==> src/rtl/buffer_reader_pkg.sv <==
// Shared definitions for the FFT result buffer read-out path.
// addr_w() is also used by the capture side so both agree on buffer address width.
package buffer_reader_pkg;

   typedef enum logic [2:0] {
      ST_IDLE = 3'd0,
      ST_READ = 3'd1,
      ST_WAIT = 3'd2,
      ST_SEND = 3'd3,
      ST_GAP  = 3'd4,
      ST_FIN  = 3'd5
   } state_e;

   function automatic int addr_w(input int n);
      return (n < 2) ? 1 : $clog2(n);
   endfunction

   function automatic int cnt_w(input int gap);
      return (gap < 1) ? 1 : $clog2(gap + 1);
   endfunction

endpackage

==> src/rtl/buffer_reader_if.sv <==
// Buffer read port plus valid/ready output stream of the buffer reader.
// master = reader side, slave = buffer RAM and downstream sink.
interface buffer_reader_if #(
   parameter int ADDR_W = 4,
   parameter int DATA_W = 16
);
   logic              rd_en;
   logic [ADDR_W-1:0] rd_addr;
   logic [DATA_W-1:0] rd_data;
   logic [DATA_W-1:0] out_data;
   logic              out_valid;
   logic              out_ready;

   modport master (
      output rd_en, rd_addr, out_data, out_valid,
      input  rd_data, out_ready
   );

   modport slave (
      input  rd_en, rd_addr, out_data, out_valid,
      output rd_data, out_ready
   );
endinterface

==> src/rtl/buffer_reader_pace_counter.sv <==
// Purpose: load-and-count-down pacing counter for the inter-word idle gap.
// Latency: zero_o reflects the registered count; load takes effect next cycle.
// Backpressure: none; it counts down freely until zero and then holds.
module pace_counter #(
   parameter int W = 1
) (
   input  logic         clk,
   input  logic         rst_n,
   input  logic         load_i,
   input  logic [W-1:0] load_val_i,
   output logic         zero_o
);

   logic [W-1:0] cnt_q, cnt_d;

   always_comb begin
      cnt_d = cnt_q;
      if (load_i) begin
         cnt_d = load_val_i;
      end else if (cnt_q != '0) begin
         cnt_d = cnt_q - 1'b1;
      end
   end

   always_ff @(posedge clk or negedge rst_n) begin
      if (!rst_n) begin
         cnt_q <= '0;
      end else begin
         cnt_q <= cnt_d;
      end
   end

   assign zero_o = (cnt_q == '0);

endmodule

==> src/rtl/buffer_reader.sv <==
// Purpose: on a start pulse, stream buffer words 0..N-1 from a sync-read RAM onto valid/ready.
// Latency: rd_en one cycle after start, out_valid two cycles later; 3+GAP cycles per word.
// Backpressure: out_data/out_valid hold while out_ready is low; no further reads are issued.
module buffer_reader
   import buffer_reader_pkg::*;
#(
   parameter int N      = 16,
   parameter int DATA_W = 16,
   parameter int GAP    = 0
) (
   input  logic             clk,
   input  logic             rst_n,
   input  logic             start_i,
   buffer_reader_if.master  bus,
   output logic             busy_o,
   output logic             done_o
);

   localparam int                ADDR_W  = addr_w(N);
   localparam logic [ADDR_W-1:0] LAST    = ADDR_W'(N - 1);
   localparam bit                HAS_GAP = (GAP > 0);

   state_e            state_q, state_d;
   logic [ADDR_W-1:0] rd_addr_q, rd_addr_d;
   logic [DATA_W-1:0] out_data_q, out_data_d;
   logic              out_valid_q, out_valid_d;
   logic              accept;
   logic              gap_load;
   logic              gap_zero;

   assign accept = out_valid_q & bus.out_ready;

   always_comb begin
      state_d     = state_q;
      rd_addr_d   = rd_addr_q;
      out_data_d  = out_data_q;
      out_valid_d = out_valid_q;
      gap_load    = 1'b0;
      case (state_q)
         ST_IDLE: begin
            if (start_i) begin
               state_d   = ST_READ;
               rd_addr_d = '0;
            end
         end
         ST_READ: state_d = ST_WAIT;
         ST_WAIT: begin
            // RAM output is valid at the end of this cycle
            out_data_d  = bus.rd_data;
            out_valid_d = 1'b1;
            state_d     = ST_SEND;
         end
         ST_SEND: begin
            if (accept) begin
               out_valid_d = 1'b0;
               if (rd_addr_q == LAST) begin
                  state_d = ST_FIN;
               end else begin
                  rd_addr_d = rd_addr_q + 1'b1;
                  if (HAS_GAP) begin
                     state_d  = ST_GAP;
                     gap_load = 1'b1;
                  end else begin
                     state_d = ST_READ;
                  end
               end
            end
         end
         ST_GAP: begin
            if (gap_zero) begin
               state_d = ST_READ;
            end
         end
         ST_FIN: begin
            rd_addr_d = '0;
            state_d   = ST_IDLE;
         end
         default: state_d = ST_IDLE;
      endcase
   end

   always_ff @(posedge clk or negedge rst_n) begin
      if (!rst_n) begin
         state_q     <= ST_IDLE;
         rd_addr_q   <= '0;
         out_data_q  <= '0;
         out_valid_q <= 1'b0;
      end else begin
         state_q     <= state_d;
         rd_addr_q   <= rd_addr_d;
         out_data_q  <= out_data_d;
         out_valid_q <= out_valid_d;
      end
   end

   // Counter is loaded with GAP-1 so the GAP state lasts exactly GAP cycles
   if (HAS_GAP) begin : g_pace
      localparam int CNT_W = cnt_w(GAP);
      pace_counter #(
         .W (CNT_W)
      ) u_pace (
         .clk        (clk),
         .rst_n      (rst_n),
         .load_i     (gap_load),
         .load_val_i (CNT_W'(GAP - 1)),
         .zero_o     (gap_zero)
      );
   end else begin : g_no_pace
      logic unused_gap_load;
      assign unused_gap_load = gap_load;
      assign gap_zero        = 1'b1;
   end

   assign bus.rd_en     = (state_q == ST_READ);
   assign bus.rd_addr   = rd_addr_q;
   assign bus.out_data  = out_data_q;
   assign bus.out_valid = out_valid_q;
   assign busy_o        = (state_q != ST_IDLE);
   assign done_o        = (state_q == ST_FIN);

endmodule

==> src/flat_wrapper.sv <==
// flat-port wrapper written by rule: the top's interface ports become plain ports
module buffer_reader_flat import buffer_reader_pkg::*;
#(
   parameter int N      = 16,
   parameter int DATA_W = 16,
   parameter int GAP    = 0
)
  (clk, rst_n, start_i, busy_o, done_o, bus_rd_en, bus_rd_addr, bus_out_data, bus_out_valid, bus_rd_data, bus_out_ready);
  buffer_reader_if #(.ADDR_W((addr_w(N))), .DATA_W(DATA_W)) bus_i ();
  input  logic clk;
  input  logic rst_n;
  input  logic start_i;
  output logic busy_o;
  output logic done_o;
  output wire logic [$bits(bus_i.rd_en)-1:0] bus_rd_en;
  output wire logic [$bits(bus_i.rd_addr)-1:0] bus_rd_addr;
  output wire logic [$bits(bus_i.out_data)-1:0] bus_out_data;
  output wire logic [$bits(bus_i.out_valid)-1:0] bus_out_valid;
  input wire logic [$bits(bus_i.rd_data)-1:0] bus_rd_data;
  input wire logic [$bits(bus_i.out_ready)-1:0] bus_out_ready;
  assign bus_rd_en = bus_i.rd_en;
  assign bus_rd_addr = bus_i.rd_addr;
  assign bus_out_data = bus_i.out_data;
  assign bus_out_valid = bus_i.out_valid;
  assign bus_i.rd_data = bus_rd_data;
  assign bus_i.out_ready = bus_out_ready;
  buffer_reader #(.N(N), .DATA_W(DATA_W), .GAP(GAP)) u_core (.clk(clk), .rst_n(rst_n), .start_i(start_i), .bus(bus_i), .busy_o(busy_o), .done_o(done_o));
endmodule
==> config.mk <==
export PLATFORM = sky130hd
export DESIGN_NAME = buffer_reader_flat
export DESIGN_NICKNAME = d
export VERILOG_FILES = /design/src/rtl/buffer_reader_pkg.sv /design/src/rtl/buffer_reader_if.sv /design/src/rtl/buffer_reader_pace_counter.sv /design/src/rtl/buffer_reader.sv /design/src/flat_wrapper.sv
export SDC_FILE = /design/constraint.sdc
export NUM_CORES = 1
export LEC_CHECK = 0
export CAP_MARGIN = 20
export CORE_ASPECT_RATIO = 0.7
export CORE_MARGIN = 2
export CORE_UTILIZATION = 38
export CTS_CLUSTER_SIZE = 25
export DETAILED_ROUTE_END_ITERATION = 8
export GPL_TIMING_DRIVEN = 0
export HOLD_SLACK_MARGIN = 0.15
export PLACE_DENSITY = 0.72
export SLEW_MARGIN = 5
export SYNTH_ARGS = -nofsm -noshare
export SYNTH_HDL_FRONTEND = slang
export SYNTH_SLANG_ARGS = --single-unit
==> constraint.sdc <==
create_clock -name clk -period 1.5 [get_ports clk]
set_input_delay 0.225 -clock clk [delete_from_list [all_inputs] [get_ports clk]]
set_output_delay 0.225 -clock clk [all_outputs]
set_load 0.02 [all_outputs]
==> flow_metrics.env <==
export IMPL_status="finished with violations"
export IMPL_violations="negative setup slack"
export IMPL_synth_avg_cell_area_um2=13.5
export IMPL_place_hpwl_mm=1.60
export IMPL_clock_skew_ns=0.00501
export IMPL_synth_cells=79
export IMPL_layout_nets=155
export IMPL_layout_commonest_cell="clkdlybuf4s50_1"
export IMPL_core_area_um2=2740
export IMPL_routedWlPerCell_um=14.9
export IMPL_dp_cells=158
export IMPL_insertion_delay_ns=0.26
export IMPL_area_growth_pct=65.1
export IMPL_clock_path_buffers=2
export IMPL_worstPathMaxFanout=7
export IMPL_drv_cap=0
export IMPL_first_global_vias=819
export IMPL_htree_num_levels=1
export IMPL_final_layout_size_suffix_gt1_frac=0.301
export IMPL_place_port_buffers=43
export IMPL_cts_tree="yes"
export IMPL_cp_cell_sequence="or4b_4 > o211ai_4 > a21boi_1 > o21bai_1"
export IMPL_dieArea_um2=3260
export IMPL_timing_final_crit_share=1.01
export IMPL_regArea_um2=603
export IMPL_grtUsageTotal=0.164
export IMPL_post_dp_cell_area_um2=1540
export IMPL_clockRootBuffer="clkbuf_8"
export IMPL_stdcell_count=169
export IMPL_ios=44
export IMPL_max_stage_delay_ns=0.54
export IMPL_ys_warn_count=0
export IMPL_rsz0062_at_grt="yes"
export IMPL_relSlewSlack=0.687
export IMPL_drc=0
export IMPL_antenna_found_initial=0
export IMPL_drv_slew=0
export IMPL_leakage_nw=0.826
export IMPL_multiInputGateArea_um2=497
export IMPL_powerDensity_nw_per_um2=1900
export IMPL_critical_path_required_ns=1.65
export IMPL_cts_buffers=3
export IMPL_antenna_cells=0
export IMPL_ys_types=28
export IMPL_syn_nets=100
export IMPL_startpoint_type="register"
export IMPL_fmax_mhz=661
export IMPL_grt_pass1_wl_mm=4.01
export IMPL_cts_sinks=24
export IMPL_fp_row_count=16
export IMPL_drtPass1Iterations=4
export IMPL_vdd_drop_max_v=0.00114
export IMPL_drt_iter0_drc=31
export IMPL_setup_slack_ns=-0.0138
export IMPL_initial_core_util=0.390
export IMPL_final_core_util=0.643
export IMPL_slowest_stage="or4b_4"
export IMPL_gr_total_overflow=0
export IMPL_vias=847
export IMPL_via_per_inst=5.01
export IMPL_setup_tns_ns=-0.0138
export IMPL_synth_seq_cells=24
export IMPL_syn_area_um2=1070
export IMPL_end_kind="register"
export IMPL_holdCritPathClass="primary input to async pin"
export IMPL_die_w_um=67.4
export IMPL_tightest_slew_ns=0.469
export IMPL_finish_instance_area_um2=1760
export IMPL_finalHoldViolations=0
export IMPL_fp_dieH_um=48.4
export IMPL_path_clk_slew_ns=0.08
export IMPL_critPathArrivalTime_ns=1.66
export IMPL_nFillCells=206
export IMPL_worstSetupPathType="register to register"
export IMPL_final_cell_mix="clkdlybuf4s50_1, dfrtp_1, mux2_4, dlymetal6s2s_1, dlygate4sd2_1"
export IMPL_gp_congestion=0.721
export IMPL_ant_nets=0
export IMPL_grt_max_degree=25
export IMPL_timing_final_crit_period_ns=1.51
export IMPL_wirelength_mm=2.51
export IMPL_timing_critical_path_buf_inv=0
export IMPL_critical_path_top_delay_family="simple AND/OR/NAND/NOR gates"
export IMPL_seq_area_frac_synth=0.562
export IMPL_setup_viol=1
==> power by group <==
group	switching [mW]	internal, mW
registers	0.213	0.936
clock network	0.199	0.234
logic	0.771	0.991
total	1.18	2.16
==> synth_stat cells (all sizes together) <==
library cell | instances | area [µm²]
a41oi | 1 | 8.76
nand3 | 4 | 25.0
nand3b | 1 | 7.51
or4b | 1 | 13.8
mux2i | 1 | 10.0
o21ai | 4 | 20.0
or2b | 1 | 11.3
ha | 1 | 12.5
o211ai | 1 | 21.3
nand4 | 1 | 6.26
nand2 | 3 | 11.3
or3 | 1 | 6.26
nor2 | 4 | 31.3
inv | 3 | 11.3
dfrtp | 24 | 601
and3b | 1 | 8.76
o21bai | 1 | 7.51
buf | 2 | 22.5
nand2b | 1 | 6.26
o31ai | 1 | 7.51
a21boi | 1 | 7.51
a21oi | 3 | 15.0
mux2 | 16 | 180
o2bb2ai | 1 | 8.76
nor3b | 1 | 7.51
==> final cells by class <==
cell class              instances  area share
well taps                      36      0.0255
flip-flops and latches         24       0.342
plain buffers                   1     0.00851
clock buffers                   4      0.0312
repair buffers                 51       0.305
inverters                       3     0.00638
multi-input cells              50       0.282
==> registers in the layout (all words and copies together) (netlist names) <==
signal and count:
u_core.bus.out_data 16, u_core.bus.out_valid 1, u_core.state_q 3, u_core.bus.rd_addr 4
==> final timing paths <==
path	startpoint	endpoint	slack (ns)	cells past startpoint
max	u_core.state_q[2]	u_core.bus.rd_addr[0]	-0.01	4
min	rst_n	u_core.bus.rd_addr[1]	0.28	1
max reg2reg	u_core.state_q[2]	u_core.bus.rd_addr[0]	-0.01	4
min reg2reg	u_core.bus.out_data[2]	u_core.bus.out_data[2]	0.51	1
max in group asynchronous	rst_n	u_core.state_q[1]	0.77	2
min in group clk	u_core.bus.out_data[2]	u_core.bus.out_data[2]	0.51	1
==> stage by stage <==
stage / worst slack (ns) / power (mW) / hold slack, ns
floorplan: 0.0139 / 1.97 / -0.0706
global placement: -0.192 / 2.66 / 0.477
detailed placement: -0.208 / 2.71 / 0.480
CTS: -0.0316 / 3.17 / 0.499
global route: -0.0665 / 3.55 / 0.293
finish: -0.0138 / 3.34 / 0.276
==> per-layer routing <==
metal | track usage | wire length, µm | part of all wire | up-vias
met5 | 0 | 0 | 0 | -
met4 | 0.0408 | 22 | 0.0088 | 0
met3 | 0.0628 | 195 | 0.078 | 4
met2 | 0.251 | 1280 | 0.51 | 29
met1 | 0.221 | 1010 | 0.40 | 421
li1 | - | - | - | 393
==> cell families after synthesis <==
logic type                 count (synthesis)  synth area share
AOI/OAI and AO/OA                         13            0.0902
adders and majority gates                  1            0.0117
buffers and inverters                      5            0.0316
DFF                                       24             0.562
muxes                                     17             0.178
and+or+nand+nor                           19             0.126
==> repair_timing <==
| item | CTS | global route |
|---|---|---|
| gates cloned | 0 | 1 |
| hold buffers | 0 | 0 |
| gates resized for setup | 20 | 28 |
| setup buffers | 6 | 0 |
| setup endpoints to repair | 21 | 27 |
| pin swaps | 4 | 6 |
| hold endpoints to repair | 0 | 0 |
No activity file was read; power rests on OpenSTA's default activity.
